### src/rtl/alu_pkg.sv
// Shared types and constants for the sequential RV32M divide unit.
package alu_pkg;

   localparam int unsigned XLEN     = 32;
   localparam int unsigned DIV_ITER = 32;
   localparam int unsigned CNT_W    = $clog2(DIV_ITER);

   typedef enum logic [1:0] {
      DIV  = 2'b00,
      DIVU = 2'b01,
      REM  = 2'b10,
      REMU = 2'b11
   } div_op_e;

   typedef enum logic [1:0] {
      IDLE = 2'b00,
      CALC = 2'b01,
      FIX  = 2'b10
   } div_state_e;

   // Two's complement negation; |0x80000000| stays 0x80000000 read as unsigned.
   function automatic logic [XLEN-1:0] neg2c(input logic [XLEN-1:0] x);
      return XLEN'(~x + XLEN'(1));
   endfunction

   function automatic logic op_is_signed(input div_op_e op);
      return (op == DIV) || (op == REM);
   endfunction

endpackage

### src/rtl/alu_adder.sv
// Plain ripple-style adder with carry in/out; shared with the single-cycle ALU.
module alu_adder
   import alu_pkg::*;
(
   input  logic [XLEN-1:0] a,
   input  logic [XLEN-1:0] b,
   input  logic            cin,
   output logic [XLEN-1:0] sum,
   output logic            cout
);

   logic [XLEN:0] w_full;

   assign w_full = (XLEN+1)'(a) + (XLEN+1)'(b) + (XLEN+1)'(cin);
   assign sum    = w_full[XLEN-1:0];
   assign cout   = w_full[XLEN];

endmodule

### src/rtl/alu_div_seq.sv
// Multi-cycle restoring divider for DIV/DIVU/REM/REMU, one quotient bit per cycle.
module alu_div_seq
   import alu_pkg::*;
(
   input  logic            clk,
   input  logic            rst_n,
   input  logic            start,
   input  logic [1:0]      op,
   input  logic [XLEN-1:0] a,
   input  logic [XLEN-1:0] b,
   output logic            busy,
   output logic            done,
   output logic [XLEN-1:0] result
);

   div_state_e       r_state;
   div_state_e       w_state_nxt;
   div_op_e          r_op;
   logic [XLEN-1:0]  r_dvd;
   logic [XLEN-1:0]  r_dvs;
   logic [XLEN-1:0]  r_rem;
   logic [CNT_W-1:0] r_cnt;
   logic             r_prep;
   logic             r_neg_q;
   logic             r_neg_r;

   logic             r_busy;
   logic             r_done;
   logic [XLEN-1:0]  r_result;

   logic             w_busy_c;
   logic             w_done_c;
   logic [XLEN-1:0]  w_result_c;

   logic [XLEN-1:0]  w_rem_sh;
   logic [XLEN-1:0]  w_dvs_n;
   logic [XLEN-1:0]  w_diff;
   logic             w_cout;
   logic             w_qbit;
   logic             w_accept;
   logic             w_last;
   logic             w_in_signed;

   assign w_accept    = (r_state == IDLE) && start;
   assign w_last      = (r_state == CALC) && !r_prep && (r_cnt == CNT_W'(DIV_ITER - 1));
   assign w_in_signed = op_is_signed(div_op_e'(op));

   // Trial subtraction rem' - dvs as rem' + ~dvs + 1; cout=1 means no borrow.
   assign w_rem_sh = {r_rem[XLEN-2:0], r_dvd[XLEN-1]};
   assign w_dvs_n  = ~r_dvs;

   alu_adder u_trial_sub (
      .a    (w_rem_sh),
      .b    (w_dvs_n),
      .cin  (1'b1),
      .sum  (w_diff),
      .cout (w_cout)
   );

   // A set MSB shifted out of rem makes rem' exceed any 32-bit divisor.
   assign w_qbit = r_rem[XLEN-1] | w_cout;

   always_ff @(posedge clk) begin
      if (!rst_n) r_state <= IDLE;
      else        r_state <= w_state_nxt;
   end

   always_comb begin
      w_state_nxt = r_state;
      case (r_state)
         IDLE:    if (start)  w_state_nxt = CALC;
         CALC:    if (w_last) w_state_nxt = FIX;
         FIX:                 w_state_nxt = IDLE;
         default:             w_state_nxt = IDLE;
      endcase
   end

   // Outputs lag the state by one register stage; result only changes in FIX.
   always_comb begin
      w_busy_c   = (r_state == CALC);
      w_done_c   = (r_state == FIX);
      w_result_c = r_result;
      if (r_state == FIX) begin
         case (r_op)
            DIV:     w_result_c = r_neg_q ? neg2c(r_dvd) : r_dvd;
            DIVU:    w_result_c = r_dvd;
            REM:     w_result_c = r_neg_r ? neg2c(r_rem) : r_rem;
            REMU:    w_result_c = r_rem;
            default: w_result_c = r_result;
         endcase
      end
   end

   always_ff @(posedge clk) begin
      if (!rst_n) begin
         r_busy   <= 1'b0;
         r_done   <= 1'b0;
         r_result <= '0;
      end else begin
         r_busy   <= w_busy_c;
         r_done   <= w_done_c;
         r_result <= w_result_c;
      end
   end

   // Operands are latched raw; magnitudes are taken in the first CALC cycle.
   always_ff @(posedge clk) begin
      if (!rst_n) begin
         r_op    <= DIV;
         r_dvd   <= '0;
         r_dvs   <= '0;
         r_rem   <= '0;
         r_cnt   <= '0;
         r_prep  <= 1'b0;
         r_neg_q <= 1'b0;
         r_neg_r <= 1'b0;
      end else if (w_accept) begin
         r_op    <= div_op_e'(op);
         r_dvd   <= a;
         r_dvs   <= b;
         r_rem   <= '0;
         r_cnt   <= '0;
         r_prep  <= 1'b1;
         r_neg_q <= w_in_signed && (a[XLEN-1] ^ b[XLEN-1]) && (b != '0);
         r_neg_r <= w_in_signed && a[XLEN-1];
      end else if (r_state == CALC) begin
         if (r_prep) begin
            r_prep <= 1'b0;
            if (op_is_signed(r_op) && r_dvd[XLEN-1]) r_dvd <= neg2c(r_dvd);
            if (op_is_signed(r_op) && r_dvs[XLEN-1]) r_dvs <= neg2c(r_dvs);
         end else begin
            r_rem <= w_qbit ? w_diff : w_rem_sh;
            r_dvd <= {r_dvd[XLEN-2:0], w_qbit};
            r_cnt <= r_cnt + CNT_W'(1);
         end
      end
   end

   assign busy   = r_busy;
   assign done   = r_done;
   assign result = r_result;

endmodule

### config.mk
export PLATFORM = sky130hd
export DESIGN_NAME = alu_div_seq
export DESIGN_NICKNAME = d
export VERILOG_FILES = /design/src/rtl/alu_pkg.sv /design/src/rtl/alu_adder.sv /design/src/rtl/alu_div_seq.sv
export SDC_FILE = /design/constraint.sdc
export NUM_CORES = 1
export LEC_CHECK = 0
export ABC_AREA = 0
export BUFFER_PORTS_ARGS = -buffer_cell sky130_fd_sc_hd__buf_2
export CAP_MARGIN = 20
export CELL_PAD_IN_SITES_DETAIL_PLACEMENT = 0
export CELL_PAD_IN_SITES_GLOBAL_PLACEMENT = 1
export CORE_ASPECT_RATIO = 0.8
export CORE_MARGIN = 2
export CORE_UTILIZATION = 30
export CTS_BUF_LIST = sky130_fd_sc_hd__clkbuf_2
export CTS_CLUSTER_DIAMETER = 40
export DETAILED_ROUTE_END_ITERATION = 10
export HOLD_SLACK_MARGIN = 0.03
export PLACE_DENSITY_LB_ADDON = 0.1
export SLEW_MARGIN = 30
export SYNTH_ARGS = -nofsm -noshare
export SYNTH_HDL_FRONTEND = slang
export SYNTH_SLANG_ARGS = --single-unit
### constraint.sdc
create_clock -name clk -period 5.76 [get_ports clk]
set_input_delay 1.152 -clock clk [delete_from_list [all_inputs] [get_ports clk]]
set_output_delay 1.152 -clock clk [all_outputs]
set_load 0.1 [all_outputs]
==> impl_metrics.json, run 1 <==
{
  "max_freq_mhz": 264,
  "setup-tns-final_ps": 0,
  "wl_um": 35300,
  "p_leak_nw": 4.76,
  "grt-ovfl-total": 0,
  "viasPerCell": 5.31,
  "syn_avg_cell_area_um2": 7.46,
  "syn_nets": 1518,
  "vias": 10200,
  "numCtsBuffers": 17,
  "pin_count": 103,
  "status": "completed",
  "critPathKind": "reg2reg",
  "fin_crit_ps": 3790,
  "synth_top_family_by_area": "compound AO/OA/AOI/OAI gates",
  "post-cts-setup-buffers": 0,
  "rsz0062_at_grt": "false",
  "synthArstFlopShare_pct": 0,
  "cp.required_ps": 6380,
  "die_y_um": 172,
  "ys_seq_area_share_pct": 27.0,
  "grt_use_total_pct": 19.8,
  "synth_top_area_share_pct": 27.0,
  "antenna_found_initial": 2,
  "routedWlPerCell_um": 18.4,
  "post_cts_resize_count": 0,
  "nNetsFinal": 1540,
  "clock_skew_ps": 58.8,
  "yosysWarnings": 0,
  "synth_simple_gate_area_share_pct": 22.0,
  "coreArea_um2": 34700,
  "worstSetupStartpointType": "flip-flop",
  "clk_latency_ps": 770,
  "synth_cells": 1411,
  "tightest_slew_ps": 921,
  "synthAdderAreaFrac_pct": 4.59,
  "fin_hold_ws_ps": 471,
  "drive_above_1_share_pct": 12.3,
  "netlist_area_um2": 10500,
  "grt_max_degree": 66,
  "htreeDepth": 4,
  "slew_violations": 0,
  "cts_root_buf": "clkbuf_2",
  "grt_pass1_vias": 9858,
  "synth_flop_cell": "dfxtp_1",
  "grt_pass1_wl_um": 56600,
  "timing.final.crit_share_pct": 65.8,
  "total_power_mw": 2.77,
  "synth_compound_area_share_pct": 30.2,
  "post-place-ws_ps": 2030,
  "synth_most_common_cell": "nand2_1",
  "rows": 61,
  "relSlewSlack_pct": 37.8,
  "antenna_left": 0,
  "layout_setup_ws_ps": 1970,
  "dpl.hpwl_um": 25500,
  "area.growth.synth_to_final_pct": 9.69,
  "final-instance-count-excl-fill": 1918,
  "synth_area_leaders": "dfxtp_1 (27%), xnor2_1 (6.0%), nand2_1 (5.9%), a21oi_1 (5.1%), o21ai_0 (4.8%)",
  "clockBufferDepth": 2,
  "dieArea_um2": 36600,
  "report.final.setup_viol": 0,
  "crit_path_max_fanout": 7,
  "vdd.ir_drop.worst_mv": 0.0983,
  "cap_violations": 0,
  "synthXorXnorAreaFrac_pct": 8.99,
  "netlist_top_cells_count": "nand2_1 (166), dfxtp_1 (142), a21oi_1 (108)",
  "drt_pass1_iterations": 5,
  "finalWeightedCongestion": 0.812,
  "drc_errors": 0,
  "die_w_um": 213,
  "portBuffers": 102,
  "cts_tree": "done",
  "dpl-instance-area_um2": 11300,
  "final_cell_area_um2": 11500,
  "end_kind": "flip-flop",
  "hold_viol_final": 0,
  "cts_num_sinks": 142,
  "yosysTopAreaCell": "dfxtp_1",
  "placed_cells": 1886,
  "start_util_pct": 30.4,
  "cp.arrival_ps": 4410,
  "synth_cell_type_count": 72,
  "utilization_pct": 33.3,
  "hp-class": "reg2reg",
  "powerDensity_nw_per_um2": 240,
  "drt_iter0_drc": 685,
  "synth_edf_count": 0,
  "clk_pin_slew_ps": 280,
  "synth_mux_area_share_pct": 0.963,
  "holdBufCountCts": 0,
  "ys_seq_elements": 142
}
-- where the power goes --
part | switching, mW | internal (mW)
registers | 0.0995 | 1.04
clock network | 0.400 | 0.196
logic | 0.630 | 0.397
total | 1.13 | 1.64
-- area by class of cell --
type / instances / area [um^2]
Clock inverter: 10 / 97.6
Tap cell: 472 / 591
Sequential cell: 142 / 2840
Multi-Input combinational cell: 1100 / 7070
Antenna cell: 1 / 2.50
Inverter: 56 / 210
Clock buffer: 21 / 105
Timing Repair Buffer: 116 / 618
Fill cell: 3842 / 23100
-- final timing paths --
path / from / to / slack, ps / depth (start not counted)
max reg2reg: r_dvd[31] / r_rem[26] / 1970 / 12
min: result[20] / result[20] / 470 / 2
max: r_dvd[31] / r_rem[26] / 1970 / 12
min reg2reg: result[20] / result[20] / 470 / 2
-- cell usage in the layout, fill, tap and decap left out, types with 6 or more instances in the layout --
master,n
ha_1,37
or3_1,21
clkbuf_2,21
a211oi_1,24
nand4_1,9
o311ai_0,7
nor2b_1,14
xnor2_1,72
o31ai_1,22
o21a_1,9
nor4_1,15
o211a_1,46
nand2_1,165
dfxtp_1,141
mux2i_1,9
o21ai_0,101
a21o_1,8
nand3_1,47
and3_1,9
clkinv_2,6
a21boi_0,31
a21oi_1,108
nor3_1,28
nand2b_1,12
nor2_1,103
buf_2,101
xor2_1,36
inv_1,56
or4_1,8
a31oi_1,9
o211ai_1,49
and2_1,6
buf_4,15
-- registers in the layout, summed over array words and instances, names as in the netlist --
signal,count
r_dvd,32
r_rem,32
r_op,2
r_neg_r,1
busy,1
done,1
r_dvs,32
r_cnt,5
r_state,2
r_prep,1
result,32
r_neg_q,1
-- critical path, stage by stage (launching register included) --
cell and delay, ps:
dfxtp_1 490, inv_1 170, ha_1 260, fa_1 390, nand2b_1 180, a21oi_1 140
a211oi_1 100, o21ai_1 400, o21ai_0 310, o31ai_1 720, mux2i_1 170, o31ai_1 250
a21oi_1 90
-- cell families (layout without fill, tap and decap cells) --
kind of cell	Yosys count	in the layout
fa+ha+maj	38	38
mux	10	10
flops	142	142
simple gates	476	476
other cells	0	1
compound gates	468	468
xor+xnor	108	108
buf+inv	169	203
-- routing by layer --
metal	share of wire, %	GRT usage [%]
met2	45	31.2
met1	51	28.9
met5	0.020	0
met4	0.65	2.72
met3	3.4	3.38
(Power assumes the default switching activity.)
==> run 2: changes to the inputs <==
==> constraint.sdc (replaced) <==
create_clock -name clk -period 3.8 [get_ports clk]
set_input_delay 0.76 -clock clk [delete_from_list [all_inputs] [get_ports clk]]
set_output_delay 0.76 -clock clk [all_outputs]
set_load 0.1 [all_outputs]
==> run 2 against run 1 <==
Compared with the run above:
- die area unchanged
- largest power group unchanged
- register-to-register slack got worse by 1600 ps
- fmax increased by 9.1%
- critical path type unchanged
- first-iteration DRC count decreased by 6.4%
- final cell count increased by 1.1%
- global-route usage decreased by 0.11 points
- count of clock-buffer cells in the layout decreased by 1
- power increased by 59%
- design area increased by 1.7%
==> impl_metrics.json, run 2 (synthesis results as in run 1) <==
{
  "dpl.hpwl_um": 25900,
  "drt_iter0_drc": 641,
  "grt_pass1_wl_um": 55800,
  "hp-class": "in2reg",
  "coreArea_um2": 34700,
  "crit_buf_inv": 3,
  "viasPerCell": 5.26,
  "report.final.setup_viol": 0,
  "cp.arrival_ps": 4170,
  "crit_slowest_cell": "dfxtp_1",
  "grt_use_total_pct": 19.7,
  "grt_max_degree": 72,
  "timing.final.crit_share_pct": 91.4,
  "rows": 61,
  "holdBufCountCts": 0,
  "htreeDepth": 4,
  "nFillCells": 3833,
  "portBuffers": 102,
  "pin_count": 103,
  "antenna_found_initial": 1,
  "max_freq_mhz": 288,
  "total_power_mw": 4.40,
  "dieArea_um2": 36600,
  "rsz0062_at_grt": "false",
  "drt_pass1_iterations": 5,
  "clk_latency_ps": 820,
  "relSlewSlack_pct": 40.9,
  "vias": 10200,
  "wl_um": 35300,
  "post_cts_resize_count": 0,
  "post-cts-setup-buffers": 0,
  "p_leak_nw": 4.86,
  "status": "completed",
  "cp.required_ps": 4500,
  "final_common_cell": "nand2_1",
  "nNetsFinal": 1556,
  "drive_above_1_share_pct": 13.4,
  "vdd.ir_drop.worst_mv": 0.162,
  "final_cell_mix": "nand2_1 (164), dfxtp_1 (141), a21oi_1 (108), nor2_1 (103)",
  "crit_path_max_fanout": 7,
  "multiInputGateArea_um2": 7080,
  "cts_num_sinks": 142,
  "placed_cells": 1902,
  "die_y_um": 172,
  "utilization_pct": 33.9,
  "regArea_um2": 2850,
  "clockBufferDepth": 2,
  "slew_violations": 0,
  "fin_hold_ws_ps": 138,
  "drc_errors": 0,
  "cts_tree": "done",
  "critPathKind": "reg2reg",
  "worstSetupStartpointType": "flip-flop",
  "finalWeightedCongestion": 0.826,
  "grt-ovfl-total": 0,
  "antenna_left": 0,
  "start_util_pct": 30.4,
  "powerDensity_nw_per_um2": 375,
  "grt_pass1_vias": 9798,
  "area.growth.synth_to_final_pct": 11.6,
  "clock_skew_ps": 36.9,
  "hold_viol_final": 0,
  "cap_violations": 0,
  "slowest_delay_ps": 480,
  "path_cells": "inv_1, ha_1, fa_1, nand2b_1, a21oi_1, a211oi_1, o21ai_1, buf_4, o21ai_0, o31ai_1, buf_4, mux2i_1, o31ai_1, a21oi_1",
  "tightest_slew_ps": 886,
  "routedWlPerCell_um": 18.2,
  "end_kind": "flip-flop",
  "die_w_um": 213,
  "cts_root_buf": "clkbuf_2",
  "setup-tns-final_ps": 0,
  "critical-path-top-delay-family": "compound AO/OA/AOI/OAI gates",
  "final-instance-count-excl-fill": 1939,
  "numCtsBuffers": 17,
  "fin_crit_ps": 3470,
  "clk_pin_slew_ps": 240
}
==> run 2: cell types whose count changed in the layout (fill, tap and decap cells not counted), moves of 2 or more <==
cell / previous run / this run
clkinv_2: 6 / 2
bufinv_16: 2 / 4
diode_2: 1 / 5
clkinvlp_4: 0 / 3
buf_4: 15 / 31
==> run 2: per-layer routing <==
metal  up-vias  routed length (um)  track usage [%]  share of wire, %
met3        24                1310             3.49               3.7
met2       179               15400             30.2                44
li1       5179                   -                -                 -
met5         -                   0                0                 0
met4         0                 419             4.14               1.2
met1      4821               18200             28.8                52
==> run 2: worst paths after layout <==
check                                  to  slack (ps)  depth (start not counted)       from
worst max-delay path            r_rem[26]         330                         14  r_dvd[31]
worst min-delay path              r_op[1]         140                          3      op[1]
worst max register to register  r_rem[26]         330                         14  r_dvd[31]
worst min register to register  result[3]         470                          2  result[3]
==> run 2: cell type report <==
| type | count | area share (%) |
|---|---|---|
| multi-input cells | 1100 | 60.3 |
| flip-flops and latches | 142 | 24.2 |
| repair buffers | 132 | 6.29 |
| well taps | 472 | 5.03 |
| inverters | 56 | 1.79 |
| clock inverters | 12 | 1.44 |
| clock buffers | 20 | 0.852 |
| diodes | 5 | 0.107 |
==> run 2: worst min-delay path, delay by kind of cell <==
family,cells,cell delay [ps]
and+or+nand+nor,1,50
AOI/OAI and AO/OA,1,60
buffers and inverters,1,90
==> run 2: power breakdown <==
group	switching, mW	leakage (nW)	internal, mW
combinational	0.964	3.54	0.641
clock	0.626	0.155	0.434
sequential	0.151	1.16	1.58
total	1.74	4.86	2.66
==> run 2: through the flow <==
step | cell area [um^2] | setup WS (ps)
2_1_floorplan | 10500 | 872
3_3_place_gp | 11400 | 412
3_5_place_dp | 11400 | 327
4_1_cts | 11700 | 272
6_report | 11700 | 328
5_1_grt | 11700 | 27.9
